--- src/rtl/dsi_hs_lane_tx.sv ---
// dsi_hs_lane_tx: D-PHY data-lane transmitter (LP->HS entry, LSB-first serialiser, HS-trail, LP-11 exit)
module dsi_hs_lane_tx #(
  parameter int T_LPX   = 2,
  parameter int T_PREP  = 3,
  parameter int T_ZERO  = 6,
  parameter int T_TRAIL = 4,
  parameter int CNT_W   = 8
) (
  input  logic       dsi_clk,
  input  logic       rst,
  input  logic [7:0] byte_data,
  input  logic       byte_valid,
  input  logic       byte_last,
  output logic       byte_ready,
  output logic       hs_en,
  output logic       hs_bit,
  output logic       lp_dp,
  output logic       lp_dn,
  output logic       busy,
  output logic       underrun
);
  typedef enum logic [2:0] {IDLE, LPX, PREP, ZERO, SYNC, DATA, TRAIL, EXIT} state_t;
  localparam logic [7:0] SYNC_W = 8'hB8;
  state_t state, n_state;
  logic [CNT_W-1:0] cnt, n_cnt;
  logic [2:0] idx, n_idx;
  logic [7:0] sh, n_sh;
  logic last_f, n_last, tb, n_tb, n_ur;
  logic n_ready, n_hs_en, n_hs_bit, n_dp, n_dn, n_busy;
  always_comb begin
    n_state = state;
    n_cnt = cnt + 1'b1;
    n_idx = idx;
    n_sh = sh;
    n_last = last_f;
    n_tb = tb;
    n_ur = 1'b0;
    case (state)
      IDLE: begin
        n_cnt = '0;
        if (byte_valid && byte_ready) begin
          n_state = LPX;
          n_sh = byte_data;
          n_last = byte_last;
        end
      end
      LPX: if (cnt == CNT_W'(T_LPX - 1)) begin
        n_state = PREP;
        n_cnt = '0;
      end
      PREP: if (cnt == CNT_W'(T_PREP - 1)) begin
        n_state = ZERO;
        n_cnt = '0;
      end
      ZERO: if (cnt == CNT_W'(T_ZERO - 1)) begin
        n_state = SYNC;
        n_cnt = '0;
        n_idx = '0;
      end
      SYNC: begin
        n_idx = idx + 1'b1;
        if (idx == 3'd7) n_state = DATA;
      end
      DATA: begin
        n_idx = idx + 1'b1;
        if (idx == 3'd7) begin
          n_tb = ~sh[7];
          if (byte_valid && byte_ready) begin
            n_sh = byte_data;
            n_last = byte_last;
          end else begin
            n_state = TRAIL;
            n_cnt = '0;
            n_ur = !last_f;
          end
        end
      end
      TRAIL: if (cnt == CNT_W'(T_TRAIL - 1)) begin
        n_state = EXIT;
        n_cnt = '0;
      end
      EXIT: n_state = IDLE;
      default: n_state = IDLE;
    endcase
  end
  // outputs are decoded from the next state so they register in the same edge as the state
  always_comb begin
    n_hs_en = n_state inside {ZERO, SYNC, DATA, TRAIL};
    n_hs_bit = n_state == SYNC ? SYNC_W[n_idx] :
               n_state == DATA ? n_sh[n_idx] :
               n_state == TRAIL ? n_tb : 1'b0;
    n_dp = n_state inside {IDLE, EXIT};
    n_dn = n_state inside {IDLE, EXIT, LPX};
    n_busy = n_state != IDLE;
    n_ready = n_state == IDLE || (n_state == DATA && n_idx == 3'd7 && !n_last);
  end
  always_ff @(posedge dsi_clk or posedge rst) begin
    if (rst) begin
      state <= IDLE;
      cnt <= '0;
      idx <= '0;
      sh <= '0;
      last_f <= 1'b0;
      tb <= 1'b0;
      byte_ready <= 1'b0;
      hs_en <= 1'b0;
      hs_bit <= 1'b0;
      lp_dp <= 1'b1;
      lp_dn <= 1'b1;
      busy <= 1'b0;
      underrun <= 1'b0;
    end else begin
      state <= n_state;
      cnt <= n_cnt;
      idx <= n_idx;
      sh <= n_sh;
      last_f <= n_last;
      tb <= n_tb;
      byte_ready <= n_ready;
      hs_en <= n_hs_en;
      hs_bit <= n_hs_bit;
      lp_dp <= n_dp;
      lp_dn <= n_dn;
      busy <= n_busy;
      underrun <= n_ur;
    end
  end
endmodule

--- config.mk ---
export PLATFORM = sky130hd
export DESIGN_NAME = dsi_hs_lane_tx
export DESIGN_NICKNAME = d
export VERILOG_FILES = /design/src/rtl/dsi_hs_lane_tx.sv
export SDC_FILE = /design/constraint.sdc
export NUM_CORES = 1
export LEC_CHECK = 0
export CAP_MARGIN = 20
export CORE_UTILIZATION = 25
export DETAILED_ROUTE_END_ITERATION = 7
export HOLD_SLACK_MARGIN = 0.06
export PLACE_DENSITY_LB_ADDON = 0.05
export SLEW_MARGIN = 25
export SYNTH_ARGS = -nofsm -noshare
export SYNTH_HDL_FRONTEND = slang
export SYNTH_SLANG_ARGS = --single-unit
export TNS_END_PERCENT = 10
--- constraint.sdc ---
create_clock -name dsi_clk -period 3.2 [get_ports dsi_clk]
set_clock_uncertainty 0.1 [all_clocks]
set_input_delay 0.96 -clock dsi_clk [delete_from_list [all_inputs] [get_ports dsi_clk]]
set_output_delay 0.96 -clock dsi_clk [all_outputs]
set_load 0.03 [all_outputs]
==> results of run 1 <==
-- worst max path at each step --
stage	cells after the start	from	endpoint
5_1_grt	10	idx[0]	hs_bit
3_3_place_gp	8	byte_valid	hs_bit
3_5_place_dp	8	byte_valid	hs_bit
2_1_floorplan	9	idx[0]	hs_bit
4_1_cts	10	idx[0]	hs_bit
6_report	8	byte_valid	hs_bit
-- logic make-up (layout without fill, tap and decap cells) --
| family | count (synthesis) | in the layout |
|---|---|---|
| simple gates | 49 | 49 |
| flops | 31 | 31 |
| compound gates | 23 | 23 |
| mux | 19 | 19 |
| buf+inv | 13 | 37 |
| xor+xnor | 7 | 7 |
| fa+ha+maj | 6 | 6 |
-- registers in the layout, indices dropped and copies added (netlist names) --
signal	cells
busy	1
last_f	1
hs_en	1
lp_dp	1
tb	1
lp_dn	1
sh	8
cnt	8
byte_ready	1
underrun	1
idx	3
hs_bit	1
state	3
-- power by group --
group	internal (mW)	leakage (nW)	switching, mW
Sequential	0.533	0.395	0.130
Combinational	0.377	0.406	0.423
Clock	0.168	0.0470	0.136
Total	1.08	0.848	0.690
-- metal layers --
metal	wire length (um)	global-route usage, %	up-vias
met5	0	0	-
met2	1810	20.0	16
met4	96	5.49	0
met3	130	3.48	9
li1	-	-	571
met1	1580	13.2	572
-- per-stage QoR --
stage	cell area, um^2	setup WS [ps]	total power [mW]	instances
floorplan	1650	658	1.24	148
global placement	1930	182	1.49	242
detailed placement	1930	162	1.49	242
CTS	2020	450	1.80	249
global route	2020	305	1.92	249
finish	2020	491	1.77	249
-- cell usage after synthesis (all sizes together) (2+ instances only) --
cell type and n:
o21ai 5, xnor2 3, clkbuf 3, nand3 5, a21bo 2, o22ai 2, ha 6, dfrtp 29
nor2b 3, nor2 13, nor3 6, mux2i 5, and2 2, dfstp 2, mux2 14, inv 9
xor2 4, nand2 10, nand2b 3
-- layout make-up --
cell class,count,area (um^2)
clock inverter,1,5.00
inverter,9,33.8
sequential,31,778
timing repair buffer,21,203
multi-input combinational,104,818
fill,638,4330
tap,77,96.3
clock buffer,6,82.6
==> impl_metrics.toml, run 1 <==
[outcome]
status = "finished clean"

[placement]
place_hpwl_um = 2710
gp_congestion = 0.796
io_buffers = 18

[clock_tree]
post-cts-setup-buffer-count = 0
clk-insertion-delay-late_ps = 280
cts_made_buffers = 5
clk_pin_slew_ps = 60
clockBufferDepth = 2
cts_tree = "done"
ctsHoldBuffers = 0
cts_sinks = 31
cts-htree-levels = 2
cts_resized = 0
cts_root_buffer = "clkbuf_8"

[synthesis]
avgSynthCellArea_um2 = 11.1
yosysUniqueCellTypes = 43
synthFlopType = "dfrtp_1"
syn_nets = 166
synth-compound-area-share_pct = 13.3
synth_warnings = 0
yosysTopAreaCell = "dfrtp_1"
synth_top_family_by_area = "simple AND/OR/NAND/NOR gates"
synth_edf_count = 0
synth_cells = 148
synthXorXnorAreaFrac_pct = 3.72
synth_area_leaders = "dfrtp_1 (44%), mux2_2 (9.6%), ha_1 (4.6%)"
synth_seq_area_share_pct = 47.3
yosys.area_share.simple_pct = 15.5
synth_fa_ha_area_share_pct = 4.56
ys_ff_latch = 31
async_reset_ff_share_pct = 100
synth_area_um2 = 1650
synthMuxAreaShare_pct = 12.6
synth_top_area_share_pct = 44.1

[sta]
timing.hold.ws_ps = 393
final-max-slew-violation-count = 0
min_period_ps = 2710
relSlewSlack_pct = 58.9
finalCritPeriodShare_pct = 84.7
max_freq_mhz = 369
setup_violations = 0
worst_pin_slew_ps = 617
hold_viol = 0
fin_setup_tns_ps = 0
rsz0062_at_grt = "no"

[detailed_routing]
drc = 0
drt_iter0_drc = 45
antenna_left = 0
wl_per_cell_um = 14.5
via_count = 1168
drt_pass1_iterations = 4
viasPerCell = 4.69
wirelength_um = 3620

[power]
p_leak_nw = 0.848
p_per_area_nw_per_um2 = 877
ir_worst_vdd_v = 0.000357

[layout]
area_delta_synth_final_pct = 22.5
final_common_cell = "dfrtp_1"
final_util_pct = 31.8
most-common-layout-cells = "dfrtp_1 (29), clkdlybuf4s50_1 (18), mux2_2 (14)"
drive_gt1_share_pct = 22.1
nNetsFinal = 190
diodes = 0

[worst_setup_path]
worst_setup_path_start_kind = "input pin"
crit_top_cell = "mux2_2"
ff2ff_path_depth = 10
critPathSlowestCell = "clkdlybuf4s50_1"
cpPeakStageDelay_ps = 450
path_class = "input pin to register"
rrSetupSlack_ps = 500
cp-end-kind = "register"
path_cells = "clkdlybuf4s50_1 -> o2111ai_2 -> buf_4 -> mux2_2 -> mux2_2 -> mux2i_1 -> mux2_2 -> o41ai_2"
cp.arrival_ps = 2750
critPathTopFamily = "multiplexers"
worstPathRequired_ps = 3240
timing.rr.end = "hs_bit"
r2r-start = "idx[0]"
critical_path.max_fanout = 9
cp_num_buf_inv = 2

[global_route]
grt_pass1_wl_um = 6240
grt_pass1_vias = 1258
grt_max_degree = 32
antenna_found_initial = 0
grtUsageTotal_pct = 11.7
globalRouteOverflowTotal = 0

[min_path]
min_to = "sh[6]"
hold_path_class = "register to register"
holdPathStages = 1
hold_start = "sh[6]"

[die]
num_io_pins = 19
start_util_pct = 25.9
die_y_um = 83.2
die_area_um2 = 6910
rows = 29
chipWidth_um = 83.2
core_area_um2 = 6350

[flow_run]
maxCapViolations = 0
Power figures use the tool's default switching activity.
==> run 2: changes to the inputs <==
Clock period 3.2 ns to 2.82 ns, I/O delays scaled along.
==> run 2 against run 1 <==
Register-to-register slack lost 390 ps. Count of clock-buffer cells in the layout is the same. Worst hold slack lost 65 ps. Power increased by 29%.
==> impl_metrics.toml, run 2 (same netlist as run 1, synthesis figures left out) <==
[outcome]
status = "finished clean"

[global_route]
grt_pass1_vias = 1348
globalRouteOverflowTotal = 0
grt_pass1_wl_um = 6880
antenna_found_initial = 0
grtUsageTotal_pct = 12.6
grt_max_degree = 19

[detailed_routing]
drt_iter0_drc = 63
wirelength_um = 3970
drc = 0
antenna_left = 0
via_count = 1229
wl_per_cell_um = 15.2
viasPerCell = 4.71
drt_pass1_iterations = 4

[worst_setup_path]
cp_num_buf_inv = 0
startpoint = "idx[0]"
worst_setup_path_start_kind = "register"
critPathSlowestCell = "dfrtp_1"
r2r-start = "idx[0]"
timing.rr.end = "hs_bit"
crit_top_cell = "mux2_2"
path_cells = "ha_1 -> ha_1 -> and3_1 -> o2111ai_4 -> mux2_2 -> mux2_2 -> mux2i_2 -> mux2_2 -> o41ai_2"
worstSetupEndpoint = "hs_bit"
critPathTopFamily = "multiplexers"
cpPeakStageDelay_ps = 400
rrSetupSlack_ps = 110
worst-path-stages = 9
cp.arrival_ps = 2750
path_class = "register to register"
ff2ff_path_depth = 9
critical_path.max_fanout = 5
worstPathRequired_ps = 2860
cp-end-kind = "register"

[clock_tree]
clk-insertion-delay-late_ps = 280
cts-htree-levels = 2
cts_sinks = 31
ctsHoldBuffers = 0
clk_pin_slew_ps = 70
cts_made_buffers = 5
clockBufferDepth = 2
cts_root_buffer = "clkbuf_8"
cts_tree = "done"

[flow_run]
maxCapViolations = 0

[sta]
hold_viol = 0
worst_pin_slew_ps = 777
rsz0062_at_grt = "no"
final-max-slew-violation-count = 0
setup_violations = 0
timing.final.ws_setup_ps = 112
min_period_ps = 2710
timing.hold.ws_ps = 328
max_freq_mhz = 369
finalCritPeriodShare_pct = 96.0
relSlewSlack_pct = 48.2

[die]
die_area_um2 = 6910
start_util_pct = 25.9
rows = 29
chipWidth_um = 83.2
die_y_um = 83.2
core_area_um2 = 6350
num_io_pins = 19

[placement]
gp_congestion = 0.733
dp_slack_ps = -239
io_buffers = 18
dp.cells = 251
place_hpwl_um = 2870

[layout]
drive_gt1_share_pct = 27.7
top_regs = "cnt: 8 flops, sh: 8 flops"
most-common-layout-cells = "dfrtp_1 (29), clkdlybuf4s50_1 (17), mux2_2 (14)"
nNetsFinal = 201
area_delta_synth_final_pct = 31.6
stdcell_count = 261
final_common_cell = "dfrtp_1"
diodes = 0
seqCellArea_um2 = 778
nFillCells = 635
multiInputGateArea_um2 = 848

[power]
ir_worst_vdd_v = 0.000349
p_leak_nw = 0.928
p_per_area_nw_per_um2 = 1050

[min_path]
hold_path_class = "register to register"
-- run 2: how the worst min path moves through the flow --
| stage | slack (ps) | startpoint | endpoint | cells past startpoint |
|---|---|---|---|---|
| 6_report | 330 | last_f | underrun | 1 |
| 2_1_floorplan | 300 | last_f | underrun | 1 |
| 3_3_place_gp | 330 | last_f | underrun | 1 |
| 5_1_grt | 370 | last_f | underrun | 1 |
| 4_1_cts | 340 | last_f | underrun | 1 |
| 3_5_place_dp | 330 | last_f | underrun | 1 |
-- run 2: through the flow --
stage	setup TNS, ps	area [um^2]	power (mW)	util, %
global route	0	2170	2.45	34.1
CTS	0	2140	2.28	33.7
floorplan	0	1650	1.41	-
detailed placement	-308	2010	1.80	31.6
global placement	-259	2010	1.77	31.6
finish	0	2170	2.28	34.1
-- run 2: layer usage --
| metal | global-route usage, % | vias up | wire length (um) |
|---|---|---|---|
| met5 | 0 | - | 0 |
| li1 | - | 595 | - |
| met2 | 20.9 | 17 | 1930 |
| met1 | 15.2 | 605 | 1790 |
| met3 | 2.98 | 12 | 111 |
| met4 | 6.74 | 0 | 144 |
-- run 2: worst reg2reg max path: stages (launching register included) --
cell	delay, ps
dfrtp_1	400
ha_1	240
ha_1	210
and3_1	250
o2111ai_4	290
mux2_2	390
mux2_2	270
mux2i_2	170
mux2_2	190
o41ai_2	50
-- run 2: timing repair --
| item | 4_1_cts | 5_1_grt |
|---|---|---|
| endpoints found under the setup margin | 1 | 1 |
| endpoints found under the hold margin | 0 | 0 |
| setup buffers | 0 | 1 |
| pin swaps | 0 | 1 |
| cloned | 0 | 1 |
| resized for setup | 1 | 2 |
-- run 2: final cells by class --
cell class                 instances  area share, %
multi-input combinational        105           39.1
sequential                        31           35.9
timing repair buffer              31           13.5
tap                               77           4.45
clock buffer                       6           3.81
clock inverter                     2           1.62
inverter                           9           1.56
-- run 2: where the power goes --
| part | internal, mW | switching, mW | total (mW) |
|---|---|---|---|
| combinational | 0.523 | 0.599 | 1.12 |
| sequential | 0.606 | 0.0892 | 0.695 |
| clock | 0.286 | 0.174 | 0.459 |
